## config.mk

```make
export PLATFORM = sky130hd
export DESIGN_NAME = fadc_seq_ctrl_flat
export DESIGN_NICKNAME = d
export VERILOG_FILES = /design/src/rtl/fadc_seq_ctrl_if.sv /design/src/rtl/fadc_seq_ctrl.sv /design/src/flat_wrapper.sv
export SDC_FILE = /design/constraint.sdc
export NUM_CORES = 1
export LEC_CHECK = 0
export BUFFER_PORTS_ARGS = -buffer_cell sky130_fd_sc_hd__buf_4
export CAP_MARGIN = 5
export CORE_AREA = 10 10 136 138
export CTS_CLUSTER_SIZE = 28
export DETAILED_ROUTE_END_ITERATION = 7
export DIE_AREA = 0 0 146 148
export GPL_ROUTABILITY_DRIVEN = 0
export PLACE_DENSITY_LB_ADDON = 0.15
export SYNTH_ARGS = -nofsm -noshare
export SYNTH_HDL_FRONTEND = slang
export SYNTH_SLANG_ARGS = --single-unit
```

## constraint.sdc

```tcl
create_clock -name clk -period 9.6 [get_ports clk]
set_input_delay 1.44 -clock clk [delete_from_list [all_inputs] [get_ports clk]]
set_output_delay 1.44 -clock clk [all_outputs]
set_load 0.05 [all_outputs]
```

## src/rtl/fadc_seq_ctrl_if.sv

```systemverilog
// Result handshake between the flash ADC sequencer and the digital consumer.
// The producer holds dout/bubble_err/result_valid stable until result_ready is seen.
interface fadc_seq_ctrl_if #(
  parameter int NBITS = 4
);
  logic             result_valid;
  logic             result_ready;
  logic [NBITS-1:0] dout;
  logic             bubble_err;

  modport master (
    output result_valid,
    output dout,
    output bubble_err,
    input  result_ready
  );

  modport slave (
    input  result_valid,
    input  dout,
    input  bubble_err,
    output result_ready
  );
endinterface

```

## src/rtl/fadc_seq_ctrl.sv

```systemverilog
// Flash ADC conversion sequencer: phase strobes, popcount of thermometer code, 2^A averaging.
// Latency 2^A*(P'+S'+3) cycles from start; result held in DONE until result_ready.
module fadc_seq_ctrl #(
  parameter int NBITS = 4,
  parameter int AVGW  = 3,
  localparam int TW   = (1 << NBITS) - 1,
  localparam int CW   = (1 << AVGW) - 1,
  localparam int AW   = NBITS + CW
) (
  input  logic            clk,
  input  logic            rstn,
  input  logic            start,
  input  logic [3:0]      cfg_pre_cyc,
  input  logic [7:0]      cfg_smp_cyc,
  input  logic [AVGW-1:0] cfg_avg_log2,
  input  logic [TW-1:0]   fc_therm,
  output logic            fc_precharge,
  output logic            fc_sample,
  output logic            fc_compare,
  output logic            fc_latch,
  output logic            busy,
  fadc_seq_ctrl_if.master res
);

  localparam logic [2:0] IDLE      = 3'd0;
  localparam logic [2:0] PRECHARGE = 3'd1;
  localparam logic [2:0] SAMPLE    = 3'd2;
  localparam logic [2:0] COMPARE   = 3'd3;
  localparam logic [2:0] LATCH     = 3'd4;
  localparam logic [2:0] ACCUM     = 3'd5;
  localparam logic [2:0] DONE      = 3'd6;

  localparam logic [TW-1:0] ONE_T = 1;
  localparam logic [CW-1:0] ONE_C = 1;

  logic [2:0]       state_q, state_d;
  logic [7:0]       cnt_q, cnt_d;
  logic [CW-1:0]    conv_q, conv_d;
  logic [3:0]       pre_q, pre_d;
  logic [7:0]       smp_q, smp_d;
  logic [AVGW-1:0]  avg_q, avg_d;
  logic [AW-1:0]    acc_q, acc_d;
  logic [TW-1:0]    therm_q, therm_d;
  logic             flag_q, flag_d;
  logic [NBITS-1:0] dout_q, dout_d;
  logic             berr_q, berr_d;
  logic             vld_q, vld_d;
  logic             pre_stb_q, smp_stb_q, cmp_stb_q, lat_stb_q, busy_q;

  logic [NBITS-1:0] pop;
  logic             bubble;
  logic [AW-1:0]    acc_sum;
  logic [CW-1:0]    conv_last;

  // Popcount rather than edge search, so a bubble only costs its own LSB weight.
  always_comb begin
    pop = '0;
    for (int i = 0; i < TW; i++) begin
      pop = pop + {{(NBITS-1){1'b0}}, therm_q[i]};
    end
  end

  // A clean code has all ones packed at the LSB end, so adding one clears them all.
  assign bubble    = |(therm_q & (therm_q + ONE_T));
  assign acc_sum   = acc_q + {{CW{1'b0}}, pop};
  assign conv_last = (ONE_C << avg_q) - ONE_C;

  always_comb begin
    state_d = state_q;
    cnt_d   = cnt_q;
    conv_d  = conv_q;
    pre_d   = pre_q;
    smp_d   = smp_q;
    avg_d   = avg_q;
    acc_d   = acc_q;
    therm_d = therm_q;
    flag_d  = flag_q;
    dout_d  = dout_q;
    berr_d  = berr_q;
    vld_d   = vld_q;

    case (state_q)
      IDLE: begin
        if (start) begin
          pre_d   = (cfg_pre_cyc == 4'd0) ? 4'd1 : cfg_pre_cyc;
          smp_d   = (cfg_smp_cyc == 8'd0) ? 8'd1 : cfg_smp_cyc;
          avg_d   = cfg_avg_log2;
          acc_d   = '0;
          conv_d  = '0;
          flag_d  = 1'b0;
          cnt_d   = {4'd0, pre_d} - 8'd1;
          state_d = PRECHARGE;
        end
      end
      PRECHARGE: begin
        if (cnt_q == 8'd0) begin
          cnt_d   = smp_q - 8'd1;
          state_d = SAMPLE;
        end else begin
          cnt_d = cnt_q - 8'd1;
        end
      end
      SAMPLE: begin
        if (cnt_q == 8'd0) begin
          state_d = COMPARE;
        end else begin
          cnt_d = cnt_q - 8'd1;
        end
      end
      COMPARE: state_d = LATCH;
      LATCH: begin
        therm_d = fc_therm;
        state_d = ACCUM;
      end
      ACCUM: begin
        acc_d  = acc_sum;
        flag_d = flag_q | bubble;
        if (conv_q == conv_last) begin
          dout_d  = NBITS'(acc_sum >> avg_q);
          berr_d  = flag_q | bubble;
          vld_d   = 1'b1;
          state_d = DONE;
        end else begin
          conv_d  = conv_q + ONE_C;
          cnt_d   = {4'd0, pre_q} - 8'd1;
          state_d = PRECHARGE;
        end
      end
      DONE: begin
        if (res.result_ready) begin
          vld_d   = 1'b0;
          state_d = IDLE;
        end
      end
      default: state_d = IDLE;
    endcase
  end

  // Strobes and busy are registered from the next state so they align with it glitch-free.
  always_ff @(posedge clk or negedge rstn) begin
    if (!rstn) begin
      state_q   <= IDLE;
      cnt_q     <= '0;
      conv_q    <= '0;
      pre_q     <= '0;
      smp_q     <= '0;
      avg_q     <= '0;
      acc_q     <= '0;
      therm_q   <= '0;
      flag_q    <= 1'b0;
      dout_q    <= '0;
      berr_q    <= 1'b0;
      vld_q     <= 1'b0;
      pre_stb_q <= 1'b0;
      smp_stb_q <= 1'b0;
      cmp_stb_q <= 1'b0;
      lat_stb_q <= 1'b0;
      busy_q    <= 1'b0;
    end else begin
      state_q   <= state_d;
      cnt_q     <= cnt_d;
      conv_q    <= conv_d;
      pre_q     <= pre_d;
      smp_q     <= smp_d;
      avg_q     <= avg_d;
      acc_q     <= acc_d;
      therm_q   <= therm_d;
      flag_q    <= flag_d;
      dout_q    <= dout_d;
      berr_q    <= berr_d;
      vld_q     <= vld_d;
      pre_stb_q <= (state_d == PRECHARGE);
      smp_stb_q <= (state_d == SAMPLE);
      cmp_stb_q <= (state_d == COMPARE);
      lat_stb_q <= (state_d == LATCH);
      busy_q    <= (state_d != IDLE);
    end
  end

  assign fc_precharge     = pre_stb_q;
  assign fc_sample        = smp_stb_q;
  assign fc_compare       = cmp_stb_q;
  assign fc_latch         = lat_stb_q;
  assign busy             = busy_q;
  assign res.result_valid = vld_q;
  assign res.dout         = dout_q;
  assign res.bubble_err   = berr_q;

endmodule
```

## src/flat_wrapper.sv

```systemverilog
// flat-port wrapper written by rule: the top's interface ports become plain ports
module fadc_seq_ctrl_flat 
#(
  parameter int NBITS = 4,
  parameter int AVGW  = 3,
  localparam int TW   = (1 << NBITS) - 1,
  localparam int CW   = (1 << AVGW) - 1,
  localparam int AW   = NBITS + CW
)
  (clk, rstn, start, cfg_pre_cyc, cfg_smp_cyc, cfg_avg_log2, fc_therm, fc_precharge, fc_sample, fc_compare, fc_latch, busy, res_result_valid, res_dout, res_bubble_err, res_result_ready);
  fadc_seq_ctrl_if #(.NBITS(NBITS)) res_i ();
  input  logic clk;
  input  logic rstn;
  input  logic start;
  input  logic [3:0] cfg_pre_cyc;
  input  logic [7:0] cfg_smp_cyc;
  input  logic [AVGW-1:0] cfg_avg_log2;
  input  logic [TW-1:0] fc_therm;
  output logic fc_precharge;
  output logic fc_sample;
  output logic fc_compare;
  output logic fc_latch;
  output logic busy;
  output wire logic [$bits(res_i.result_valid)-1:0] res_result_valid;
  output wire logic [$bits(res_i.dout)-1:0] res_dout;
  output wire logic [$bits(res_i.bubble_err)-1:0] res_bubble_err;
  input wire logic [$bits(res_i.result_ready)-1:0] res_result_ready;
  assign res_result_valid = res_i.result_valid;
  assign res_dout = res_i.dout;
  assign res_bubble_err = res_i.bubble_err;
  assign res_i.result_ready = res_result_ready;
  fadc_seq_ctrl #(.NBITS(NBITS), .AVGW(AVGW)) u_core (.clk(clk), .rstn(rstn), .start(start), .cfg_pre_cyc(cfg_pre_cyc), .cfg_smp_cyc(cfg_smp_cyc), .cfg_avg_log2(cfg_avg_log2), .fc_therm(fc_therm), .fc_precharge(fc_precharge), .fc_sample(fc_sample), .fc_compare(fc_compare), .fc_latch(fc_latch), .busy(busy), .res(res_i));
endmodule
```

* Word-level counts from Yosys, hierarchy flattened
Cells that the tools add are included.
** Storage, ports and cells
- Word-level logic and storage cells :: 97
- Flip-flop bits (word level) :: 71
- Bits of input ports :: 34
** Operators by class
- Multiplexer cells :: 23
- Shift operators :: 2
- $add $sub $neg :: 22
- Reduce and logical (&&, ||, !) cells :: 15
- Bitwise operators :: 2
- Eq/ne operators :: 16
** Operators by type and width (number)
- $add A4 B1 Y4 :: 13
- $mux W8 :: 5
- $pmux W8 S4 :: 1
- $pmux W11 S2 :: 1
- $pmux W3 S7 :: 1
- $logic_not A8 Y1 :: 2
- $sub A8 B1 Y8 const B :: 2
- $add A15 B1 Y15 const B :: 1
- $and A15 B15 Y15 :: 1
- $mux W3 :: 5
- $reduce_or A15 Y1 :: 1
- $mux W7 :: 2
- $pmux W7 S2 :: 1
- $eq A3 B2 Y1 const B :: 4
- $eq A3 B3 Y1 const B :: 4
- $add A11 B4 Y11 :: 1
- $mux W11 :: 1
- $shr A11 B3 Y4 :: 1
- $sub A4 B1 Y5 const B :: 2
- $ne A2 B2 Y1 const B :: 4
- $add A7 B1 Y7 const B :: 1
- $eq A7 B7 Y1 :: 1
- $shl A1 B3 Y7 const A :: 1
- $sub A7 B1 Y7 const B :: 1
- other kinds (15) :: 23

* Depth between registers and ports, before layout
- Depth in word-level cells :: 16
- Mapped depth :: 20
- Mapped depth without buffers :: 20

* Worst setup path before layout
OpenSTA, ideal clock, no wires.
- Kind :: reg-to-reg
- Start :: reg u_core.therm_q[0]
- End :: reg u_core.dout_q[3] (netlist: u_core.res.dout[3])
- Arrival time :: 5.179 ns
- Required time :: 9.477 ns
- Library setup time :: 0.123 ns
- Stages on the path, launching flop included :: 17
- Clock period less this slack :: 5.302 ns
- Path slack :: 4.298 ns
- Buffers on the path :: 0
- Cells stage by stage :: dfrtp_1 inv_1 ha_1 fa_1 fa_1 fa_1 fa_1 inv_1 ha_1 fa_1 fa_1 a211oi_1 nor4_1 xor2_1 mux2_2 a31oi_1 a21oi_1
** On the way
- Cells in the longest elaborated chain, start to end :: 16
** RTL lines
- from (decl) :: line fadc_seq_ctrl.sv:43 : logic [TW-1:0] therm_q, therm_d;
- from (signal assigned) :: line fadc_seq_ctrl.sv:167 : therm_q <= therm_d;
- $add A1 B1 Y2 :: line fadc_seq_ctrl.sv:59 : pop = pop + {{(NBITS-1){1'b0}}, therm_q[i]};
- $add A4 B1 Y4 (13 in series) :: line fadc_seq_ctrl.sv:59
- $add A11 B4 Y11 :: line fadc_seq_ctrl.sv:65 : assign acc_sum = acc_q + {{CW{1'b0}}, pop};
- $shr A11 B3 Y4 :: line fadc_seq_ctrl.sv:119 : dout_d = NBITS'(acc_sum >> avg_q);
- to (signal assigned) :: line fadc_seq_ctrl.sv:169 : dout_q <= dout_d;
- to (decl) :: line fadc_seq_ctrl.sv:45 : logic [NBITS-1:0] dout_q, dout_d;
Every way passes these cells.
A chain may end at the register's enable or synchronous reset.

* Worst setup path after layout
Same ends and word-level chain as after synthesis.

==> results.cfg <==
[route]
antenna_left = 0
drc = 0
drt_wl_total_mm = 12.2
vias = 3887
wl_per_cell_um = 16.0
via_per_inst = 5.09
drt_pass1_iterations = 4
drt-initial-drc-count = 318

[clock_tree]
clkTransAtPathRegs_ns = 0.06
cts-root-buf = clkbuf_16
cts_resized = 0
cts-hold-fix-buffers = 0
clk_path_buf_depth = 2
cts.sinks = 71
cts_inserted_buffers = 9
htreeDepth = 3
postCtsSetupRepairBufs = 0
clk_latency_ns = 0.34
cts_tree = done

[critical_path]
start_kind = register
slowest_delay_ns = 0.78
cp_slowest_cell = a211oi_1
arrival_ns = 5.96
rrSetupSlack_ns = 3.87
r2r_start = u_core.therm_q[0]$_DFFE_PN0N_
r2r-end = u_core.res.dout[3]$_DFFE_PN0P_
worstRegToRegCells = 16
cpMostUsedCell = fa_1
critical_path_class = reg -> reg
crit_fanout = 8
crit_path_cell_trace = inv_1, ha_1, fa_1, fa_1, fa_1, fa_1, inv_1, ha_1, fa_1, fa_1, a211oi_1, nor4_1, xor2_1, mux2_2, a31oi_1, a21oi_1
required_ns = 9.83
end_kind = register

[final_layout]
fin_util_pct = 35.1
final_common_cell = dfrtp_1
synthToLayoutAreaGrowth_pct = 17.5
mostFrequentLayoutCells = dfrtp_1 (71), buf_4 (47), nor2_1 (46)
antenna_cells = 0
drive_above_1_share_pct = 17.2
finalNetCount = 604
fill_cells = 1614
stdcell_count = 763

[logic_synthesis]
synth-seq-cells = 71
synth_cell_type_count = 66
yosysSeqAreaShare_pct = 37.9
syn_inst = 507
synth_flop_cell = dfrtp_1
synth_area_um2 = 4690
ys_async_sr_fraction_pct = 100
syn_area_per_cell_um2 = 9.24
yosysWarnings = 0
syn_nets = 569
synth_edf_count = 0

[global_route]
antenna_found_initial = 0
grt_overflow = 0
grt_max_degree = 72
grtUsageTotal_pct = 11.5
grt_pass1_wl_mm = 20.6
grt_pass1_vias = 3962

[sta]
skew_ns = 0.00898
finalHoldViolations = 0
relSlewSlack_pct = 38.2
max_freq_ghz = 0.174
finalCritPeriodShare_pct = 59.7
maxSlewViolCount = 0
tns_ns = 0
setup_violations = 0
grt_setup_unrepaired = false
fin_crit_ns = 5.73
tightest_slew_ns = 0.927

[floorplan]
ios = 45
core_area_um2 = 15700
start_util_pct = 29.8
fp.dieArea_um2 = 21600
die_w_um = 146
die_h_um = 148
rows = 46

[place]
dp_cells = 747
numPortBuffers = 44
dp_hpwl_mm = 8.81

[hold_path]
whs_endpoint = u_core.res.dout[1]$_DFFE_PN0P_
hold_start = u_core.res.dout[1]$_DFFE_PN0P_
hold_class = reg -> reg
whs_path_depth = 1

[flow_run]
drv_cap = 0

[outcome]
status = finished, final reports clean
## cells in the mapped netlist (5+ instances only)
cell,instances,area [um^2]
a211oi_1,6,45.0
a21oi_1,21,105
a22o_1,6,52.6
a31oi_1,5,31.3
clkbuf_1,20,75.1
dfrtp_1,71,1780
fa_1,10,200
ha_1,18,225
inv_1,32,120
mux2_2,13,146
nand2_1,43,161
nand2b_1,11,68.8
nand3_1,6,30.0
nand4_1,8,50.1
nor2_1,46,173
nor3_1,11,55.1
nor4_1,8,50.1
o21ai_0,40,200
o221ai_1,5,43.8
o31ai_1,14,105
or4_1,9,67.6
xnor2_1,15,131
xor2_1,7,61.3
## per-stage QoR
step	instance area, um^2	hold WS, ns	setup WS (ns)
after detailed placement	5220	0.482	3.90
after global placement	5220	0.478	4.01
after global routing	5510	0.509	3.54
final	5510	0.488	3.87
after floorplan	4690	0.455	4.30
after CTS	5510	0.496	3.87
## per-layer routing
metal	track usage, %	wire length [um]	vias to the layer above
met1	16.1	6370	1883
li1	-	-	1925
met2	16.8	5210	72
met5	0	0	-
met4	2.90	114	0
met3	3.57	502	7
## state kept, by name (all words and copies together) (netlist names), 3 cells and up
register and count:
u_core.cnt_q 8, u_core.avg_q 3, u_core.acc_q 11, u_core.therm_q 15, u_core.conv_q 7, u_core.res.dout 4, u_core.state_q 3, u_core.pre_q 4
u_core.smp_q 8
## layout make-up
cell class	instances	area [um^2]	area share [%]
Tap cell	216	270	4.91
Clock inverter	4	45.0	0.818
Sequential cell	71	1780	32.3
Inverter	33	124	2.25
Timing Repair Buffer	47	353	6.40
Clock buffer	12	246	4.47
Multi-Input combinational cell	380	2690	48.9
## worst max path at each step
stage | start | endpoint | cells after the start
3_3_place_gp | u_core.therm_q[0]$_DFFE_PN0N_ | u_core.res.dout[3]$_DFFE_PN0P_ | 16
5_1_grt | u_core.therm_q[0]$_DFFE_PN0N_ | u_core.res.dout[3]$_DFFE_PN0P_ | 16
3_5_place_dp | u_core.therm_q[0]$_DFFE_PN0N_ | u_core.res.dout[3]$_DFFE_PN0P_ | 16
4_1_cts | u_core.therm_q[0]$_DFFE_PN0N_ | u_core.res.dout[3]$_DFFE_PN0P_ | 16
6_report | u_core.therm_q[0]$_DFFE_PN0N_ | u_core.res.dout[3]$_DFFE_PN0P_ | 16
2_1_floorplan | u_core.therm_q[0]$_DFFE_PN0N_ | u_core.res.dout[3]$_DFFE_PN0P_ | 16
## critical path, delay by kind of cell (launching register included)
kind            cells  cell delay, ns
flops               1            0.37
buf+inv             2            0.11
mux                 1            0.29
compound gates      3            1.02
xor+xnor            1            0.19
fa+ha+maj           8            3.39
simple gates        1            0.24
## cell families after synthesis
logic type | synth area share, %
xor+xnor | 4.11
compound gates | 21.3
buf+inv | 4.83
fa+ha+maj | 9.08
flops | 37.9
simple gates | 18.8
mux | 3.98
Power is left out: the tool's default activity adds up to more than one toggle a clock period on the data nets, which glitch-free logic cannot reach.
